[src/rtl/ide_pio_sequencer.sv]
// IDE PIO cycle sequencer for a 68000 bus: chip selects, IOR/IOW strobes with
// per-mode setup/active/recovery timing, IORDY wait extension and DTACK hand-off.
module ide_pio_sequencer #(
  parameter int unsigned DEFAULT_MODE = 0,
  parameter int unsigned IORDY_MAX    = 64
) (
  input  logic       CLK,
  input  logic       RESET,
  input  logic       AS_n,
  input  logic       ide_access,
  input  logic       RW,
  input  logic [1:0] ADDR,
  input  logic       IORDY,
  input  logic       cfg_wr,
  input  logic [1:0] cfg_mode,
  output logic       IDECS1_n,
  output logic       IDECS2_n,
  output logic       IOR_n,
  output logic       IOW_n,
  output logic       DTACK,
  output logic       busy,
  output logic       iordy_timeout
);

  localparam int unsigned WW = $clog2(IORDY_MAX + 1);
  localparam logic [WW-1:0] WMAX = WW'(IORDY_MAX);
  localparam logic [1:0] DEF_MODE = 2'(DEFAULT_MODE);

  typedef enum logic [2:0] {
    S_IDLE, S_SETUP, S_ACTIVE, S_WAIT, S_DONE, S_RECOVER
  } state_t;

  state_t        r_state;
  logic [1:0]    r_mode;
  logic [1:0]    r_tmode;
  logic          r_rw;
  logic [2:0]    r_cnt;
  logic [WW-1:0] r_wcnt;
  logic          r_as_s1, r_as_s2;
  logic          r_iordy_s1, r_iordy_s2;
  logic          r_cs1_n, r_cs2_n, r_ior_n, r_iow_n;
  logic          r_dtack, r_busy, r_tmo;
  logic          w_abort;

  // Timing tables hold (cycles - 1) so a counter reaching zero marks the last cycle.
  function automatic logic [2:0] setup_m1(input logic [1:0] m);
    case (m)
      2'd0:    return 3'd2;
      2'd1:    return 3'd1;
      default: return 3'd0;
    endcase
  endfunction

  function automatic logic [2:0] active_m1(input logic [1:0] m);
    case (m)
      2'd0:    return 3'd7;
      2'd1:    return 3'd5;
      2'd2:    return 3'd3;
      default: return 3'd2;
    endcase
  endfunction

  function automatic logic [2:0] recover_m1(input logic [1:0] m);
    case (m)
      2'd0:    return 3'd5;
      2'd1:    return 3'd3;
      2'd2:    return 3'd1;
      default: return 3'd0;
    endcase
  endfunction

  assign w_abort = r_as_s2 &&
                   (r_state == S_SETUP || r_state == S_ACTIVE || r_state == S_WAIT);

  always_ff @(posedge CLK) begin
    if (RESET) begin
      r_state    <= S_IDLE;
      r_mode     <= DEF_MODE;
      r_tmode    <= DEF_MODE;
      r_rw       <= 1'b0;
      r_cnt      <= '0;
      r_wcnt     <= '0;
      r_as_s1    <= 1'b1;
      r_as_s2    <= 1'b1;
      r_iordy_s1 <= 1'b1;
      r_iordy_s2 <= 1'b1;
      r_cs1_n    <= 1'b1;
      r_cs2_n    <= 1'b1;
      r_ior_n    <= 1'b1;
      r_iow_n    <= 1'b1;
      r_dtack    <= 1'b0;
      r_busy     <= 1'b0;
      r_tmo      <= 1'b0;
    end else begin
      r_as_s1    <= AS_n;
      r_as_s2    <= r_as_s1;
      r_iordy_s1 <= IORDY;
      r_iordy_s2 <= r_iordy_s1;

      if (cfg_wr) begin
        r_mode <= cfg_mode;
        r_tmo  <= 1'b0;
      end

      if (w_abort) begin
        r_state <= S_RECOVER;
        r_cs1_n <= 1'b1;
        r_cs2_n <= 1'b1;
        r_ior_n <= 1'b1;
        r_iow_n <= 1'b1;
        r_cnt   <= recover_m1(r_tmode);
      end else begin
        case (r_state)
          S_IDLE: begin
            if (!r_as_s2 && ide_access) begin
              r_state <= S_SETUP;
              r_rw    <= RW;
              r_tmode <= r_mode;
              r_cnt   <= setup_m1(r_mode);
              r_cs1_n <= ~ADDR[0];
              r_cs2_n <= ~ADDR[1];
              r_busy  <= 1'b1;
            end
          end
          S_SETUP: begin
            if (r_cnt == '0) begin
              r_state <= S_ACTIVE;
              r_cnt   <= active_m1(r_tmode);
              r_ior_n <= ~r_rw;
              r_iow_n <= r_rw;
            end else begin
              r_cnt <= r_cnt - 3'd1;
            end
          end
          S_ACTIVE: begin
            if (r_cnt != '0) begin
              r_cnt <= r_cnt - 3'd1;
            end else if (!r_iordy_s2) begin
              r_state <= S_WAIT;
              r_wcnt  <= WW'(1);
            end else begin
              r_state <= S_DONE;
              r_ior_n <= 1'b1;
              r_iow_n <= 1'b1;
              r_dtack <= 1'b1;
            end
          end
          S_WAIT: begin
            if (r_iordy_s2 || r_wcnt == WMAX) begin
              r_state <= S_DONE;
              r_ior_n <= 1'b1;
              r_iow_n <= 1'b1;
              r_dtack <= 1'b1;
              if (!r_iordy_s2) r_tmo <= 1'b1;
            end else begin
              r_wcnt <= r_wcnt + WW'(1);
            end
          end
          S_DONE: begin
            if (r_as_s2) begin
              r_state <= S_RECOVER;
              r_cs1_n <= 1'b1;
              r_cs2_n <= 1'b1;
              r_dtack <= 1'b0;
              r_cnt   <= recover_m1(r_tmode);
            end
          end
          S_RECOVER: begin
            if (r_cnt == '0) begin
              r_state <= S_IDLE;
              r_busy  <= 1'b0;
            end else begin
              r_cnt <= r_cnt - 3'd1;
            end
          end
          default: begin
            r_state <= S_IDLE;
            r_busy  <= 1'b0;
          end
        endcase
      end
    end
  end

  assign IDECS1_n      = r_cs1_n;
  assign IDECS2_n      = r_cs2_n;
  assign IOR_n         = r_ior_n;
  assign IOW_n         = r_iow_n;
  assign DTACK         = r_dtack;
  assign busy          = r_busy;
  assign iordy_timeout = r_tmo;

endmodule

[config.mk]
export PLATFORM = sky130hd
export DESIGN_NAME = ide_pio_sequencer
export DESIGN_NICKNAME = d
export VERILOG_FILES = /design/src/rtl/ide_pio_sequencer.sv
export SDC_FILE = /design/constraint.sdc
export NUM_CORES = 1
export LEC_CHECK = 0
export CORE_MARGIN = 4
export CORE_UTILIZATION = 30
export CTS_CLUSTER_SIZE = 40
export DETAILED_ROUTE_END_ITERATION = 8
export PLACE_DENSITY = 0.45
export SLEW_MARGIN = 20
export SYNTH_ARGS = -nofsm -noshare
export SYNTH_HDL_FRONTEND = slang
export SYNTH_SLANG_ARGS = --single-unit
[constraint.sdc]
create_clock -name CLK -period 2.6 [get_ports CLK]
set_clock_uncertainty 0.05 [all_clocks]
set_input_delay 0.26 -clock CLK [delete_from_list [all_inputs] [get_ports CLK]]
set_output_delay 0.26 -clock CLK [all_outputs]
set_load 0.005 [all_outputs]
==> results.txt, run 1 <==
----------------------------------------------------
[Status]
  Outcome ... complete, no violations

[Pwr]
  Internal power summed over all cells ... 1.14 mW
  Switching share of power ... 0.386
  Static power due to leakage ... 0.740 nW
  Switching Power ... 0.716 mW
  Total power divided by cell area ... 904 nW/um2
  Clk network pwr share ... 0.265
  IR Drop Worst-Case VDD ... 0.000313 V
  Combinational Power Share ... 0.411
  Seq pwr share ... 0.324

[Setup path]
  Sort of element at the start of the critical path ... register
  Standard cell with the maximum stage delay on the critical path ... sky130_fd_sc_hd__dfxtp_1
  Worst-path fanout max ... 23
  Kind of cell with the highest combined delay on the critical path ... flip-flops
  Type of destination of the critical path ... register
  List of cells traversed by the critical path ... inv_1, nand2_1, o32ai_1, a32oi_1, a311oi_2
  Type of the setup path with the least slack ... reg2reg
  Data required time at the worst endpoint ... 2.70 ns
  Biggest cell delay along the critical path ... 0.83 ns
  Arrival time of the worst setup path ... 2.19 ns
  Crit path buffers/inverters ... 1

[STA]
  Final Max Tran Viols ... 0
  RSZ-0062 raised after global routing ... no
  Maximum clock frequency ... 479 MHz
  Setup violation total in the final timing report ... 0
  Portion of the clock cycle consumed by the worst path in the final layout ... 0.803
  Min cycle time layout ... 2.09 ns
  Slew margin rel. ... 0.472
  Worst-Margin Slew ... 0.791 ns
  Number of hold violations in the final report ... 0
  Final total negative setup slack ... 0 ns

[Global routing]
  Wire length of the first global-routing pass ... 7.10 mm
  Via count of the first global-routing pass ... 1426
  Number of antenna violations at the first check in global routing ... 0
  Global Route Usage Sum ... 0.126
  GRT Residual Overflow ... 0
  Pin count of the biggest net entering global routing ... 24

[Place]
  Detailed placer's ending HPWL ... 3.04 mm
  Placed inst area ... 1940 um2
  RD Place Congestion ... 0.759
  Total of buffers placed on input and output ports ... 17

[Floorplan]
  Die Width ... 83.7 um
  Die outline area ... 7010 um2
  I/O Pins ... 18
  Starting density of the core ... 0.311
  Cell row count ... 27
  Vertical die dimension ... 83.7 um
  Standard cell core area ... 5540 um2

[Route]
  First-pass detailed-route iteration total ... 4
  Final Routed Wirelength ... 4.20 mm
  Vias per cell ... 5.15
  Residual DRC ... 0
  Drt first-iter violations ... 102
  Post-route ant nets ... 0
  Wirelength per Cell ... 14.3 um
  Total number of vias ... 1508

[Clocking]
  Hold buffers post-CTS ... 0
  Root Buffer Master ... sky130_fd_sc_hd__clkbuf_8
  Count of clock tree sinks ... 29
  CTS H-Tree Depth ... 2
  Post-CTS setup buffers ... 0
  Clock latency on the worst-skew pair ... 0.28 ns
  Post-CTS sizing ... 0
  Clock transition at the registers of the reported paths ... 0.07 ns
  Clock Tree Buf Depth ... 2
  Cts bufs inserted ... 5
  Clock tree from TritonCTS ... built

[Layout]
  Ant. Diodes ... 0
  Proportion of layout cells with a drive suffix above 1 ... 0.122
  Finished Core Util ... 0.370
  Commonest cells after routing, fill and taps aside ... 29 x sky130_fd_sc_hd__dfxtp_1, 23 x sky130_fd_sc_hd__nor2_1, 17 x sky130_fd_sc_hd__clkdlybuf4s50_1
  Footprint of the multi-input gates ... 1030 um2
  Leading cell type in the layout, fill and taps excluded ... sky130_fd_sc_hd__dfxtp_1
  Number of inserted filler cells in the final layout ... 607
  Synthesis-to-layout area growth ... 19.3%
  Post-layout nets ... 235
  FF+latch area ... 581 um2
  Total non-filler cell area in the finished layout ... 2050 um2

[Yosys]
  Number of flip-flops and latches in the synthesized netlist ... 29
  Sequential share of the synthesized area ... 0.337
  Share of async-settable or async-resettable flops after synthesis ... 0
  Net count after synthesis ... 220
  Most common flop cell mapped by yosys ... sky130_fd_sc_hd__dfxtp_1
  Number of different library cells in the post-synthesis netlist ... 59
  Mapped Cells ... 205
  Average cell area after synthesis ... 8.39 um2
  Area of the mapped netlist ... 1720 um2
  Number of enable-type register cells in the synthesized netlist ... 0
  Synth warn ... 0

[Min path]
  Path category of the worst min-delay check ... reg2reg

[Job]
  Max Cap Violations ... 0

----------------------------------------------------
-- final cells by class --
type / instances / area share
timing repair buffer: 19 / 0.0902
multi-input combinational: 153 / 0.504
clock inverter: 1 / 0.0146
inverter: 12 / 0.0220
sequential: 29 / 0.283
tap: 72 / 0.0439
clock buffer: 7 / 0.0421
-- state kept, by name, summed over array words and instances, names as in the netlist --
| name | count |
|---|---|
| DTACK | 1 |
| IDECS1_n | 1 |
| IDECS2_n | 1 |
| IOR_n | 1 |
| IOW_n | 1 |
| busy | 1 |
| iordy_timeout | 1 |
| r_as_s1 | 1 |
| r_as_s2 | 1 |
| r_cnt | 3 |
| r_iordy_s1 | 1 |
| r_iordy_s2 | 1 |
| r_mode | 2 |
| r_rw | 1 |
| r_state | 3 |
| r_tmode | 2 |
| r_wcnt | 7 |
-- synthesized netlist by cell type, types with 3 or more instances --
| library cell | count | share of area |
|---|---|---|
| sky130_fd_sc_hd__clkbuf_1 | 3 | 0.0065 |
| sky130_fd_sc_hd__a211oi_1 | 4 | 0.017 |
| sky130_fd_sc_hd__nand2b_1 | 4 | 0.015 |
| sky130_fd_sc_hd__nor2b_1 | 6 | 0.022 |
| sky130_fd_sc_hd__nand3_1 | 6 | 0.017 |
| sky130_fd_sc_hd__inv_1 | 10 | 0.022 |
| sky130_fd_sc_hd__nor3b_1 | 4 | 0.017 |
| sky130_fd_sc_hd__o21ai_0 | 9 | 0.026 |
| sky130_fd_sc_hd__xnor2_1 | 6 | 0.031 |
| sky130_fd_sc_hd__or2_2 | 5 | 0.018 |
| sky130_fd_sc_hd__nor2_1 | 23 | 0.050 |
| sky130_fd_sc_hd__nor3_1 | 7 | 0.020 |
| sky130_fd_sc_hd__dfxtp_1 | 29 | 0.34 |
| sky130_fd_sc_hd__ha_1 | 4 | 0.029 |
| sky130_fd_sc_hd__buf_2 | 6 | 0.017 |
| sky130_fd_sc_hd__a21oi_1 | 12 | 0.035 |
| sky130_fd_sc_hd__mux2i_1 | 4 | 0.023 |
| sky130_fd_sc_hd__nand2_1 | 11 | 0.024 |
-- cell families (layout without fill, tap and decap cells) --
| family | after synthesis | after routing | synth area share |
|---|---|---|---|
| mux | 4 | 4 | 0.0233 |
| compound gates | 57 | 57 | 0.239 |
| flops | 29 | 29 | 0.337 |
| simple gates | 82 | 82 | 0.279 |
| fa+ha+maj | 4 | 4 | 0.0291 |
| xor+xnor | 6 | 6 | 0.0305 |
| buf+inv | 23 | 39 | 0.0611 |
-- through the flow --
step,instances,setup slack (ns),total power [mW],hold WS (ns)
3_3_place_gp,285,0.501,1.39,0.341
4_1_cts,293,0.542,1.87,0.361
3_5_place_dp,285,0.560,1.37,0.344
2_1_floorplan,205,0.887,1.19,0.314
5_1_grt,293,0.345,2.00,0.380
6_report,293,0.512,1.85,0.357
-- layer usage --
layer  global-route usage  up-vias  part of all wire
met5                    0        -                 0
met4               0.0365        0             0.013
met3               0.0326        6             0.040
met2                0.191       25              0.44
met1                0.174      704              0.50
li1                     -      773                 -
-- power groups by stage --
stage | registers (mW) | logic [mW] | clock network (mW)
CTS | 0.598 | 0.767 | 0.510
global route | 0.614 | 0.857 | 0.526
global placement | 0.610 | 0.782 | 0
finish | 0.601 | 0.763 | 0.491
floorplan | 0.534 | 0.657 | 0
detailed placement | 0.608 | 0.763 | 0
-- worst paths after layout --
path / start / slack (ns) / depth (start not counted) / end
setup / recovery: r_state[2] / 0.51 / 5 / r_cnt[0]
hold / removal: r_as_s1 / 0.36 / 1 / r_as_s2
setup reg to reg: r_state[2] / 0.51 / 5 / r_cnt[0]
hold reg to reg: r_as_s1 / 0.36 / 1 / r_as_s2
Power figures use the tool's default switching activity.
==> run 2, diff against run 1 <==
clock period = 2 ns   (was 2.6 ns; I/O delays follow)
==> run 2 against run 1 <==
First-iteration DRC count shrank 8.8%. Power grew 32%. Utilization grew 1.6 points. Wire length grew 8.8%. Worst hold slack gained 0.0019 ns.
==> results.txt, run 2 (synthesis results as in run 1) <==
----------------------------------------------------
[Route]
  First-pass detailed-route iteration total ... 4
  Total number of vias ... 1577
  Vias per cell ... 5.15
  Final Routed Wirelength ... 4.57 mm
  Wirelength per Cell ... 14.9 um
  Post-route ant nets ... 0
  Residual DRC ... 0
  Drt first-iter violations ... 93

[Clocking]
  Count of clock tree sinks ... 29
  Clock latency on the worst-skew pair ... 0.29 ns
  Clock tree from TritonCTS ... built
  Post-CTS setup buffers ... 0
  Cts bufs inserted ... 5
  Clock transition at the registers of the reported paths ... 0.06 ns
  CTS H-Tree Depth ... 2
  Clock Tree Buf Depth ... 2
  Root Buffer Master ... sky130_fd_sc_hd__clkbuf_8

[Global routing]
  Via count of the first global-routing pass ... 1569
  Pin count of the biggest net entering global routing ... 15
  Number of antenna violations at the first check in global routing ... 0
  Global Route Usage Sum ... 0.139
  Wire length of the first global-routing pass ... 7.87 mm
  GRT Residual Overflow ... 0

[Floorplan]
  Starting density of the core ... 0.311
  I/O Pins ... 18
  Standard cell core area ... 5540 um2
  Cell row count ... 27
  Vertical die dimension ... 83.7 um
  Die Width ... 83.7 um
  Die outline area ... 7010 um2

[STA]
  Min cycle time layout ... 1.86 ns
  Portion of the clock cycle consumed by the worst path in the final layout ... 0.932
  Final Max Tran Viols ... 0
  RSZ-0062 raised after global routing ... no
  Number of hold violations in the final report ... 0
  Worst-Margin Slew ... 0.612 ns
  Crit path setup slack, layout ... 0.136 ns
  Slew margin rel. ... 0.592
  Final total negative setup slack ... 0 ns
  Setup violation total in the final timing report ... 0
  Maximum clock frequency ... 536 MHz

[Layout]
  Commonest cells after routing, fill and taps aside ... 29 x sky130_fd_sc_hd__dfxtp_1, 23 x sky130_fd_sc_hd__nor2_1, 17 x sky130_fd_sc_hd__clkdlybuf4s50_1
  Footprint of the multi-input gates ... 1040 um2
  Largest registers ... r_wcnt x7, r_cnt x3, r_state x3
  Proportion of layout cells with a drive suffix above 1 ... 0.175
  Number of inserted filler cells in the final layout ... 615
  Ant. Diodes ... 0
  Post-layout nets ... 248
  Synthesis-to-layout area growth ... 24.5%
  Register name with the most flops ... r_wcnt
  Leading cell type in the layout, fill and taps excluded ... sky130_fd_sc_hd__dfxtp_1
  FF+latch area ... 581 um2
  Flip-flop count of the largest register, all copies and words added ... 7

[Pwr]
  IR Drop Worst-Case VDD ... 0.000531 V
  Total Power ... 2.45 mW
  Total power divided by cell area ... 1140 nW/um2
  Static power due to leakage ... 0.799 nW

[Min path]
  Worst hold path startpoint ... r_iordy_s1
  Path category of the worst min-delay check ... reg2reg

[Place]
  Total of buffers placed on input and output ports ... 17
  Detailed placer's ending HPWL ... 3.39 mm
  RD Place Congestion ... 0.823
  Post-place setup slack ... 0.135 ns

[Setup path]
  Kind of cell with the highest combined delay on the critical path ... simple AND/OR/NAND/NOR gates
  Type of the setup path with the least slack ... reg2reg
  Sort of element at the start of the critical path ... register
  Biggest cell delay along the critical path ... 0.46 ns
  Data required time at the worst endpoint ... 2.15 ns
  Crit path buffers/inverters ... 1
  Crit. Startpoint ... r_cnt[0]
  Arrival time of the worst setup path ... 2.02 ns
  Type of destination of the critical path ... register
  List of cells traversed by the critical path ... inv_1, ha_1, nand2b_1, or4_1, a22o_1, a311oi_2
  Worst reg2reg startpoint ... r_cnt[0]
  Worst-path fanout max ... 6
  Standard cell with the maximum stage delay on the critical path ... sky130_fd_sc_hd__or4_1

[Job]
  Max Cap Violations ... 0

[Status]
  Outcome ... complete, no violations

----------------------------------------------------
run 2: final cells by class:
type,instances,area share
clock buffer,7,0.0450
inverter,12,0.0210
clock inverter,1,0.00234
timing repair buffer,32,0.132
multi-input combinational,153,0.487
sequential,29,0.271
tap,72,0.0421
run 2: layer usage:
metal / track usage / vias up / part of all wire
li1: - / 800 / -
met1: 0.182 / 748 / 0.50
met2: 0.219 / 21 / 0.45
met3: 0.0365 / 8 / 0.032
met4: 0.0497 / 0 / 0.017
met5: 0 / - / 0
run 2: report_power, final:
group	switching (mW)	leakage, nW	internal [mW]
Combinational	0.654	0.508	0.512
Clock	0.238	0.0542	0.311
Sequential	0.0877	0.237	0.644
Total	0.980	0.799	1.47
run 2: per-stage QoR:
step / instances / hold WS [ns] / util / cell area (um2)
floorplan: 205 / 0.254 / - / 1720
global placement: 298 / 0.342 / 0.367 / 2030
detailed placement: 298 / 0.347 / 0.367 / 2030
CTS: 306 / 0.363 / 0.385 / 2130
global route: 306 / 0.390 / 0.387 / 2140
finish: 306 / 0.359 / 0.387 / 2140
run 2: final timing paths:
path	to	slack (ns)	cells after the start
worst max-delay path	r_cnt[0]	0.14	6
worst max register to register	r_cnt[0]	0.14	6
worst min register to register	r_iordy_s2	0.36	1
worst min-delay path	r_iordy_s2	0.36	1
run 2: timing repair:
item	in CTS	in global routing
resized for setup	0	1
hold buffers	0	0
setup endpoints to repair	0	2
==> run 3, diff against run 2 <==
ABC_CLOCK_PERIOD_IN_PS = 2000   (was default)
CELL_PAD_IN_SITES_DETAIL_PLACEMENT = 0   (was default)
CELL_PAD_IN_SITES_GLOBAL_PLACEMENT = 1   (was default)
CORE_UTILIZATION = 42   (was 30)
PLACE_DENSITY = 0.75   (was 0.45)
==> run 3 against run 2 <==
First-iteration DRC count up 4.3%. Wire length down 6.7%. Sequential power up 2%. Utilization up 15 points. Die area down 26%. Clock power up 14%. Combinational power up 5%. Cell count down 7.2%.
==> results.txt, run 3 (synthesis results as in run 1) <==
----------------------------------------------------
[Setup path]
  Capture point of the worst path ... r_wcnt[6]
  Arrival time of the worst setup path ... 2.00 ns
  Data required time at the worst endpoint ... 2.12 ns
  Sort of element at the start of the critical path ... register
  Worst Reg2Reg Path Length in Cells ... 6
  Endpoint of the lowest-slack register-to-register path ... r_wcnt[6]
  Crit. Startpoint ... r_as_s2
  Worst reg2reg startpoint ... r_as_s2
  Type of the setup path with the least slack ... reg2reg
  Type of destination of the critical path ... register
  Worst-path fanout max ... 12
  Setup slack of the worst register-to-register path ... 0.12 ns

[Layout]
  Flip-flop count of the largest register, all copies and words added ... 7
  Leading cell type in the layout, fill and taps excluded ... sky130_fd_sc_hd__dfxtp_1
  Commonest cells after routing, fill and taps aside ... 29 x sky130_fd_sc_hd__dfxtp_1, 23 x sky130_fd_sc_hd__nor2_1, 17 x sky130_fd_sc_hd__clkdlybuf4s50_1
  Proportion of layout cells with a drive suffix above 1 ... 0.175
  Synthesis-to-layout area growth ... 24.0%
  Finished Core Util ... 0.537
  Post-layout nets ... 248
  Register name with the most flops ... r_wcnt
  Total non-filler cell area in the finished layout ... 2130 um2
  Largest registers ... r_wcnt x7, r_cnt x3, r_state x3
  Ant. Diodes ... 0
  Final cell count without fillers ... 284

[Pwr]
  Total Power ... 2.60 mW
  Seq pwr share ... 0.287
  Switching Power ... 0.984 mW
  Static power due to leakage ... 0.799 nW
  Internal power summed over all cells ... 1.61 mW
  Switching share of power ... 0.379
  Total power divided by cell area ... 1220 nW/um2
  Clk network pwr share ... 0.241
  IR Drop Worst-Case VDD ... 0.000510 V
  Combinational Power Share ... 0.472

[Global routing]
  Via count of the first global-routing pass ... 1617
  Wire length of the first global-routing pass ... 7.29 mm
  Global Route Usage Sum ... 0.177
  GRT Residual Overflow ... 0
  Number of antenna violations at the first check in global routing ... 0
  Pin count of the biggest net entering global routing ... 17

[STA]
  Min cycle time layout ... 1.88 ns
  Final total negative setup slack ... 0 ns
  RSZ-0062 raised after global routing ... no
  Portion of the clock cycle consumed by the worst path in the final layout ... 0.939
  Slew margin rel. ... 0.702
  Setup violation total in the final timing report ... 0
  Final Max Tran Viols ... 0
  Number of hold violations in the final report ... 0
  Worst-Margin Slew ... 0.446 ns
  Maximum clock frequency ... 532 MHz

[Min path]
  Worst hold path startpoint ... r_as_s1
  Path category of the worst min-delay check ... reg2reg

[Place]
  Detailed placer's ending HPWL ... 3.17 mm
  RD Place Congestion ... 0.908
  Total of buffers placed on input and output ports ... 17
  Placed inst area ... 2010 um2
  Placed insts ... 276

[Status]
  Outcome ... complete, no violations

[Route]
  Vias per cell ... 5.64
  Residual DRC ... 0
  First-pass detailed-route iteration total ... 4
  Wirelength per Cell ... 15.0 um
  Drt first-iter violations ... 97
  Post-route ant nets ... 0
  Total number of vias ... 1603
  Final Routed Wirelength ... 4.27 mm

[Floorplan]
  Cell row count ... 23
  Die outline area ... 5180 um2
  I/O Pins ... 18
  Starting density of the core ... 0.433
  Standard cell core area ... 3970 um2
  Vertical die dimension ... 72 um
  Die Width ... 72 um

[Clocking]
  Cts bufs inserted ... 5
  Clock tree from TritonCTS ... built
  Hold buffers post-CTS ... 0
  Clock transition at the registers of the reported paths ... 0.06 ns
  Root Buffer Master ... sky130_fd_sc_hd__clkbuf_8
  Clock Tree Buf Depth ... 2
  CTS H-Tree Depth ... 2
  Count of clock tree sinks ... 29
  Clock latency on the worst-skew pair ... 0.28 ns

[Job]
  Max Cap Violations ... 0

----------------------------------------------------
[run 3: worst min-delay path by stage]
stage,end,slack [ns],cells past startpoint
final,r_as_s2,0.36,1
after global routing,r_as_s2,0.38,1
after CTS,r_iordy_s2,0.36,1
after detailed placement,r_iordy_s2,0.35,1
after global placement,r_iordy_s2,0.34,1
after floorplan,r_as_s1,0.25,1
[run 3: worst max-delay path, cell delays in order (launching register included)]
cell                      delay [ns]
sky130_fd_sc_hd__dfxtp_1        0.44
sky130_fd_sc_hd__buf_4          0.22
sky130_fd_sc_hd__nor4b_4        0.32
sky130_fd_sc_hd__o21ai_2        0.19
sky130_fd_sc_hd__nor4_2         0.33
sky130_fd_sc_hd__xnor2_1        0.15
sky130_fd_sc_hd__nor2_1         0.05
[run 3: area by class of cell]
| type | count | area, um2 |
|---|---|---|
| clock inverters | 2 | 37.5 |
| multi-input cells | 153 | 1040 |
| well taps | 50 | 62.6 |
| repair buffers | 32 | 283 |
| flip-flops and latches | 29 | 581 |
| inverters | 12 | 45.0 |
| clock buffers | 6 | 82.6 |
| fillers | 360 | 1840 |
[run 3: power by group through the flow]
stage               clock network, mW  logic (mW)  registers [mW]
floorplan                           0       0.855           0.694
CTS                             0.642        1.19           0.742
detailed placement                  0        1.18           0.755
global route                    0.671        1.36           0.756
finish                          0.627        1.23           0.745
global placement                    0        1.16           0.755
[run 3: routing by layer]
layer  wire length (um)  global-route usage
met5                  0                   0
met4                 99              0.0814
met3                212              0.0457
met2               1920               0.277
met1               2030               0.229
[run 3: through the flow]
| step | hold slack, ns | worst slack [ns] |
|---|---|---|
| 6_report | 0.360 | 0.122 |
| 5_1_grt | 0.381 | 0.00569 |
| 4_1_cts | 0.361 | 0.109 |
| 3_5_place_dp | 0.346 | 0.150 |
| 3_3_place_gp | 0.342 | 0.179 |
| 2_1_floorplan | 0.254 | 0.287 |
[run 3: what timing repair did]
action,4_1_cts,5_1_grt
endpoints found under the setup margin,0,1
setup buffers,0,0
resized for setup,0,1
